`config.mk`:
```
export PLATFORM = sky130hd
export DESIGN_NAME = seg7_reader
export DESIGN_NICKNAME = d
export VERILOG_FILES = /design/src/rtl/seg7_reader.sv
export SDC_FILE = /design/constraint.sdc
export NUM_CORES = 1
export LEC_CHECK = 0
export ABC_AREA = 1
export CORE_MARGIN = 5
export CORE_UTILIZATION = 46
export DETAILED_ROUTE_END_ITERATION = 16
export HOLD_SLACK_MARGIN = 0.15
export PLACE_DENSITY_LB_ADDON = 0.2
export RECOVER_POWER = 25
export SYNTH_ARGS = -nofsm -noshare
export SYNTH_HDL_FRONTEND = slang
export SYNTH_SLANG_ARGS = --single-unit
```
`constraint.sdc`:
```
create_clock -name clk -period 2.6 [get_ports clk]
set_input_delay 0.78 -clock clk [delete_from_list [all_inputs] [get_ports clk]]
set_output_delay 0.78 -clock clk [all_outputs]
set_load 0.05 [all_outputs]
```
`src/rtl/seg7_reader.sv`:
```
// Recovers hex digits from a multiplexed 7-segment bus; accept lands STABLE+1 edges after a new pattern appears.
// No backpressure: a passive monitor that samples every cycle, and a pattern that changes before it is stable is simply dropped.
module seg7_reader #(
  parameter int NDIG   = 4,
  parameter int STABLE = 4
) (
  input  logic              clk,
  input  logic              reset,
  input  logic [7:0]        leds,
  input  logic [NDIG-1:0]   digit,
  output logic [4*NDIG-1:0] value,
  output logic [NDIG-1:0]   dp,
  output logic [NDIG-1:0]   err,
  output logic              valid
);

  localparam logic [3:0] RUN_MAX = 4'(STABLE);
  localparam logic [3:0] RUN_PRE = 4'(STABLE - 1);

  logic [7:0]      s_q;
  logic [7:0]      s_p;
  logic [NDIG-1:0] d_q;
  logic [NDIG-1:0] d_p;
  logic [3:0]      run;
  logic [NDIG-1:0] seen;
  logic [NDIG-1:0] seen_nxt;
  logic            legal;
  logic            same;
  logic            accept;
  logic            hex_ok;
  logic [3:0]      hex_nib;

  assign legal  = $onehot(d_q);
  assign same   = (s_q == s_p) && (d_q == d_p);
  // Only the step into STABLE accepts, so a long hold is not re-accepted.
  assign accept = legal && same && (run == RUN_PRE);

  always_comb begin
    hex_ok  = 1'b1;
    hex_nib = 4'h0;
    case (s_q[6:0])
      7'h3F: hex_nib = 4'h0;
      7'h06: hex_nib = 4'h1;
      7'h5B: hex_nib = 4'h2;
      7'h4F: hex_nib = 4'h3;
      7'h66: hex_nib = 4'h4;
      7'h6D: hex_nib = 4'h5;
      7'h7D: hex_nib = 4'h6;
      7'h07: hex_nib = 4'h7;
      7'h7F: hex_nib = 4'h8;
      7'h67: hex_nib = 4'h9;
      7'h77: hex_nib = 4'hA;
      7'h7C: hex_nib = 4'hB;
      7'h39: hex_nib = 4'hC;
      7'h5E: hex_nib = 4'hD;
      7'h79: hex_nib = 4'hE;
      7'h71: hex_nib = 4'hF;
      default: hex_ok = 1'b0;
    endcase
  end

  always_comb begin
    seen_nxt = seen;
    if (accept) seen_nxt = seen | d_q;
  end

  always_ff @(posedge clk) begin
    if (reset) begin
      s_q   <= '0;
      s_p   <= '0;
      d_q   <= '0;
      d_p   <= '0;
      run   <= '0;
      seen  <= '0;
      value <= '0;
      dp    <= '0;
      err   <= '0;
      valid <= 1'b0;
    end else begin
      s_q <= leds;
      d_q <= digit;
      s_p <= s_q;
      d_p <= d_q;

      if (!legal)
        run <= '0;
      else if (!same)
        run <= 4'd1;
      else if (run != RUN_MAX)
        run <= run + 4'd1;

      valid <= 1'b0;
      if (accept) begin
        for (int i = 0; i < NDIG; i++) begin
          if (d_q[i]) begin
            dp[i] <= s_q[7];
            // An undecodable pattern keeps the old nibble and only flags it.
            if (hex_ok) begin
              value[4*i +: 4] <= hex_nib;
              err[i]          <= 1'b0;
            end else begin
              err[i] <= 1'b1;
            end
          end
        end
        if (&seen_nxt) begin
          valid <= 1'b1;
          seen  <= '0;
        end else begin
          seen <= seen_nxt;
        end
      end
    end
  end

endmodule

```
==> results.ini, run 1 <==
[critical_path]
ff2ff_path_depth = 13
worstReg2RegStart = d_q[3]
reg2reg_slack_ns = 0.12
cp-end-kind = flop
worst-path-max-fanout = 6
timing.rr.end = value[5]
crit_arrival_ns = 2.66
required_ns = 2.78
setup.worst_path.class = flop to flop
cp-start-kind = flop

[timing]
period_share_pct = 95.5
fin_skew_ns = 0.00920
rsz0062_at_grt = false
finalSetupViolCount = 0
fin_ws_ns = 0.118
slew_headroom_pct = 43.1
slew_violations = 0
final_hold_viol_count = 0
fmaxAchievable_mhz = 403
tightest_slew_ns = 0.854
layout_min_cycle_time_ns = 2.48
holdWs_ns = 0.448

[worst_hold_path]
holdPathEnd = err[3]
holdPathStages = 2
min_from = err[3]
hold_path.class = flop to flop

[cts]
ctsHoldBuffers = 0
clkTransAtPathRegs_ns = 0.07
root_buffer = clkbuf_8
cts_max_level = 3
cts_tree = done
cts_buffer_depth = 2
clk_latency_ns = 0.33
clock-sinks = 57
cts_buffers = 9

[pwr]
p_sw_share_pct = 25.3
cellPowerDensity_nw_per_um2 = 534
clkPwrFrac_pct = 40.7
pwr-share-comb_pct = 8.8
power.total_w = 0.00181
p_int_w = 0.00135
p_switching_w = 0.000456
pwr-share-seq_pct = 50.5
p_leak_nw = 1.48
ir_drop_uv = 317

[grt]
grt_pass1_vias = 2097
track_usage_pct = 16.0
grt_remaining_overflow = 0
grt_pass1_wl_um = 9220
grt_max_degree = 23
grt_antenna_before_repair = 0

[drt]
viasPerCell = 4.71
antenna_left = 0
dr.pass1.iters = 4
routedWlPerCell_um = 11.3
drcViolationCount = 0
drtIter0Drc = 136
vias = 2285
drt_wl_total_um = 5480

[finish]
antenna_cells = 0
fin_nets = 427
drive_above_1_share_pct = 17.2
regArea_um2 = 1140
multi_input_area_um2 = 1260
fillCellCount = 530
area_growth_pct = 27.8
finish.utilization_pct = 61.1

[floorplanning]
rows = 27
core_um2 = 5540
dieArea_um2 = 7380
dieWidth_um = 85.9
pin_count = 39
start_util_pct = 47.8
die_h_um = 85.9

[logic_synthesis]
post_synth.cell_area_avg_um2 = 7.44
synthCells = 356
synth_area_um2 = 2650
synthFlopType = dfxtp_1
synth_nets = 375
synth_async_sr_flop_share_pct = 0
yosysSeqAreaShare_pct = 43.1
yosys.area.top_type = dfxtp_1
synth_edf_count = 0
synthDistinctLibCells = 35
synth.ff_latch_count = 57
ys_warn_count = 0
synth_area_leaders = dfxtp_1 43%, nand2_1 11%, inv_1 6.9%, nor2_1 6.4%, a21oi_1 4.5%
synth_top_area_share_pct = 43.1

[place]
dp_slack_ns = -0.0118
io_buffers = 38
gp_congestion = 0.865
dpl.hpwl_um = 4190

[outcome]
outcome = completed

[job]
maxCapViolations = 0

==> cells by family after synthesis <==
family	after synthesis	share of synthesized area, %
buffers and inverters	69	10.7
AND/OR/NAND/NOR	173	32.8
XOR/XNOR	5	1.65
flip-flops	57	43.1
AO/OA/AOI/OAI	47	9.12
adder cells (fa/ha/maj)	5	2.65
==> cell usage in the layout (no fill, tap or decap), drive strengths merged <==
master | Yosys | layout
clkinvlp | 0 | 2
nand4 | 13 | 13
nand3 | 15 | 15
xor2 | 2 | 2
nor3 | 7 | 7
dlygate4sd3 | 0 | 1
a211oi | 1 | 1
xnor2 | 3 | 3
a21oi | 24 | 24
ha | 4 | 4
clkinv | 2 | 5
nand2 | 86 | 86
or2 | 1 | 1
clkdlybuf4s50 | 0 | 37
clkbuf | 1 | 13
buf | 7 | 9
nor2 | 51 | 51
fa | 1 | 1
inv | 59 | 59
o21ai | 22 | 22
dfxtp | 57 | 57
==> sequential cells by signal, indices dropped and copies added, names as in the netlist <==
register	count
d_q	4
err	4
value	16
valid	1
s_p	8
dp	4
seen	4
s_q	8
d_p	4
run	4
==> worst max-delay path, cell delays in order, from the launching register on <==
cell	delay, ns
dfxtp_2	0.33
inv_2	0.05
fa_1	0.55
inv_2	0.05
ha_4	0.15
ha_4	0.23
nor2_2	0.09
nand2_2	0.09
nor2_4	0.13
buf_12	0.13
nand4_4	0.16
buf_4	0.19
o21ai_1	0.12
a21oi_1	0.07
==> Yosys cell counts (2+ instances only) <==
master    instances
o21ai_1           8
inv_2             9
nand2_1          79
nand3_1          13
xor2_1            2
nor2_4            4
nand2_2           5
ha_1              4
nor3_1            6
nand2_4           2
buf_1             3
inv_1            49
nand4_4           3
o21ai_0          13
buf_6             2
clkinv_2          2
a21oi_1          24
nor2_1           45
nand4_2           2
dfxtp_1          57
nand4_1           8
xnor2_1           3
==> what timing repair did <==
item / in CTS / in global routing
setup endpoints to repair: 3 / 29
setup buffers: 0 / 5
cloned: 0 / 0
pin swaps: 1 / 10
resized for setup: 0 / 12
==> cell type report <==
| class | count | area share, % |
|---|---|---|
| Multi-Input combinational cell | 230 | 37.4 |
| Sequential cell | 57 | 33.8 |
| Timing Repair Buffer | 49 | 13.9 |
| Inverter | 61 | 6.91 |
| Clock buffer | 11 | 4.47 |
| Tap cell | 72 | 2.66 |
| Clock inverter | 5 | 0.887 |
==> worst max-delay path by stage <==
stage,from,endpoint,slack [ns],depth (start not counted)
final,d_q[3],value[5],0.12,13
after global routing,reset,d_q[0],0.005,4
after CTS,d_q[0],seen[0],0.007,14
after detailed placement,d_q[0],seen[0],-0.01,14
after global placement,d_q[0],seen[2],0.07,14
after floorplan,d_q[0],seen[0],0.08,13
==> metrics by stage <==
step           instances  instance area (um^2)  setup TNS [ns]
2_1_floorplan        356                  2650               0
3_3_place_gp         464                  3130               0
3_5_place_dp         464                  3130         -0.0300
4_1_cts              480                  3310               0
5_1_grt              485                  3380               0
6_report             485                  3380               0
==> metal layers <==
layer	global-route usage (%)	vias to the layer above	wire length [um]
met2	25.4	53	2380
met3	2.98	7	293
met5	0	-	0
met1	20.2	1004	2710
met4	9.06	0	91
li1	-	1221	-
==> power groups by stage <==
stage          clock (W)  combinational [W]  sequential (W)
2_1_floorplan          0           0.000105        0.000925
3_3_place_gp           0           0.000142        0.000930
3_5_place_dp           0           0.000146        0.000931
4_1_cts         0.000764           0.000146        0.000911
5_1_grt         0.000801           0.000179        0.000915
6_report        0.000735           0.000159        0.000912
(Power assumes the default switching activity.)
==> inputs of run 2 (changes only) <==
Clock period 2.6 ns to 2.2 ns, I/O delays scaled along.
==> results.ini, run 2 (synthesized netlist as in run 1, its figures left out) <==
[timing]
finalSetupViolCount = 29
rsz0062_at_grt = true
final_hold_viol_count = 0
tightest_slew_ns = 0.692
period_share_pct = 110
layout_min_cycle_time_ns = 2.41
fin_skew_ns = 0.00428
holdWs_ns = 0.443
slew_headroom_pct = 53.8
fin_ws_ns = -0.214
fmaxAchievable_mhz = 414
slew_violations = 0

[pwr]
ir_drop_uv = 464
pwr-share-comb_pct = 9.6
pwr-share-seq_pct = 47.6
p_leak_nw = 1.77
p_int_w = 0.00172
power.total_w = 0.00226
cellPowerDensity_nw_per_um2 = 603
p_sw_share_pct = 23.8
p_switching_w = 0.000538
clkPwrFrac_pct = 42.8

[drt]
routedWlPerCell_um = 12.6
drtIter0Drc = 114
drcViolationCount = 0
dr.pass1.iters = 4
drt_wl_total_um = 6240
vias = 2442
antenna_left = 0
viasPerCell = 4.92

[floorplanning]
core_um2 = 5540
dieWidth_um = 85.9
die_h_um = 85.9
start_util_pct = 47.8
dieArea_um2 = 7380
rows = 27
pin_count = 39

[place]
place_area_um2 = 3210
dpl.hpwl_um = 4170
gp_congestion = 0.840
io_buffers = 38
place_inst = 474

[critical_path]
cp-start-kind = flop
crit_arrival_ns = 2.65
cp-end-kind = flop
required_ns = 2.43
worst-path-max-fanout = 7
setup.worst_path.class = flop to flop

[finish]
largest_reg_flops = 16
area_growth_pct = 41.4
top_register = value
fin_nets = 439
drive_above_1_share_pct = 25.5
final_cell_mix = 73 x nand2_1, 54 x dfxtp_1, 46 x inv_1
finalInstanceArea_um2 = 3740
final_cells = 496
top_regs = value: 16 flops, s_p: 8 flops, s_q: 8 flops
layout_commonest_cell = nand2_1
antenna_cells = 0

[grt]
grt_remaining_overflow = 0
grt_pass1_vias = 2440
grtUsageMet1_pct = 19.7
grt_antenna_before_repair = 0
grt_pass1_wl_um = 10400
top_usage_layer = met2
track_usage_pct = 17.8
grt.met3_usage_pct = 6.05
use_met2_pct = 30.4
grt_max_degree = 24

[cts]
cts_buffer_depth = 2
cts_tree = done
cts_max_level = 3
ctsHoldBuffers = 0
cts_buffers = 9
clock-sinks = 57
clk_latency_ns = 0.34
clkTransAtPathRegs_ns = 0.06
root_buffer = clkbuf_8

[job]
maxCapViolations = 0

[worst_hold_path]
hold_path.class = flop to flop

[outcome]
outcome = finished, violations left
failed_checks = setup timing

-- run 2: cell count changes in the layout (fill, tap and decap cells not counted), sizes merged, moves of 2 or more --
cell	change
buf	+14
clkdlybuf4s50	-6
dlymetal6s2s	+7
clkinvlp	-2
-- run 2: metal layers --
metal / part of all wire [%] / up-vias
met5: 0 / -
met4: 2.1 / 0
met3: 4.5 / 12
met2: 51 / 48
met1: 42 / 1136
li1: - / 1246
-- run 2: repair_timing --
action | in CTS | in global routing
gates resized for setup | 30 | 39
endpoints found under the setup margin | 31 | 38
pin swaps | 18 | 13
cloned | 0 | 0
buffers inserted | 5 | 2
-- run 2: through the flow --
stage	setup TNS [ns]	worst slack, ns	utilization (%)
finish	-4.25	-0.214	67.6
global route	-7.60	-0.318	67.6
global placement	-4.04	-0.218	58.0
CTS	-3.82	-0.186	64.7
detailed placement	-5.78	-0.286	58.0
floorplan	-1.90	-0.156	-
-- run 2: power by group through the flow --
stage	sequential (W)	clock, W	combinational [W]
4_1_cts	0.00108	0.000987	0.000210
3_3_place_gp	0.00110	0	0.000188
6_report	0.00108	0.000967	0.000216
3_5_place_dp	0.00110	0	0.000193
2_1_floorplan	0.00109	0	0.000128
5_1_grt	0.00108	0.00104	0.000241
-- run 2: final cells by class --
| type | instances | area (um^2) |
|---|---|---|
| well taps | 72 | 90.1 |
| repair buffers | 61 | 623 |
| clock buffers | 12 | 155 |
| flip-flops and latches | 57 | 1140 |
| fillers | 461 | 1800 |
| multi-input cells | 230 | 1430 |
| inverters | 61 | 260 |
| clock inverters | 3 | 40.0 |
-- run 2: final timing paths --
path | start | endpoint | slack (ns) | cells past startpoint
worst min-delay path | err[0] | err[0] | 0.44 | 2
worst max register to register | d_q[0] | seen[0] | -0.21 | 14
worst min register to register | err[0] | err[0] | 0.44 | 2
worst max-delay path | d_q[0] | seen[0] | -0.21 | 14
-- run 2: critical path, cell delays in order, from the launching register on --
cell and delay [ns]:
dfxtp_2 0.33, inv_2 0.05, fa_1 0.53, inv_1 0.04, ha_2 0.17, ha_4 0.22, nor2_4 0.09, nand2_2 0.08
nor2_4 0.11, buf_12 0.13, nand4_4 0.18, nand2_4 0.16, nand3_4 0.08, nor2_4 0.10, nor2_1 0.05
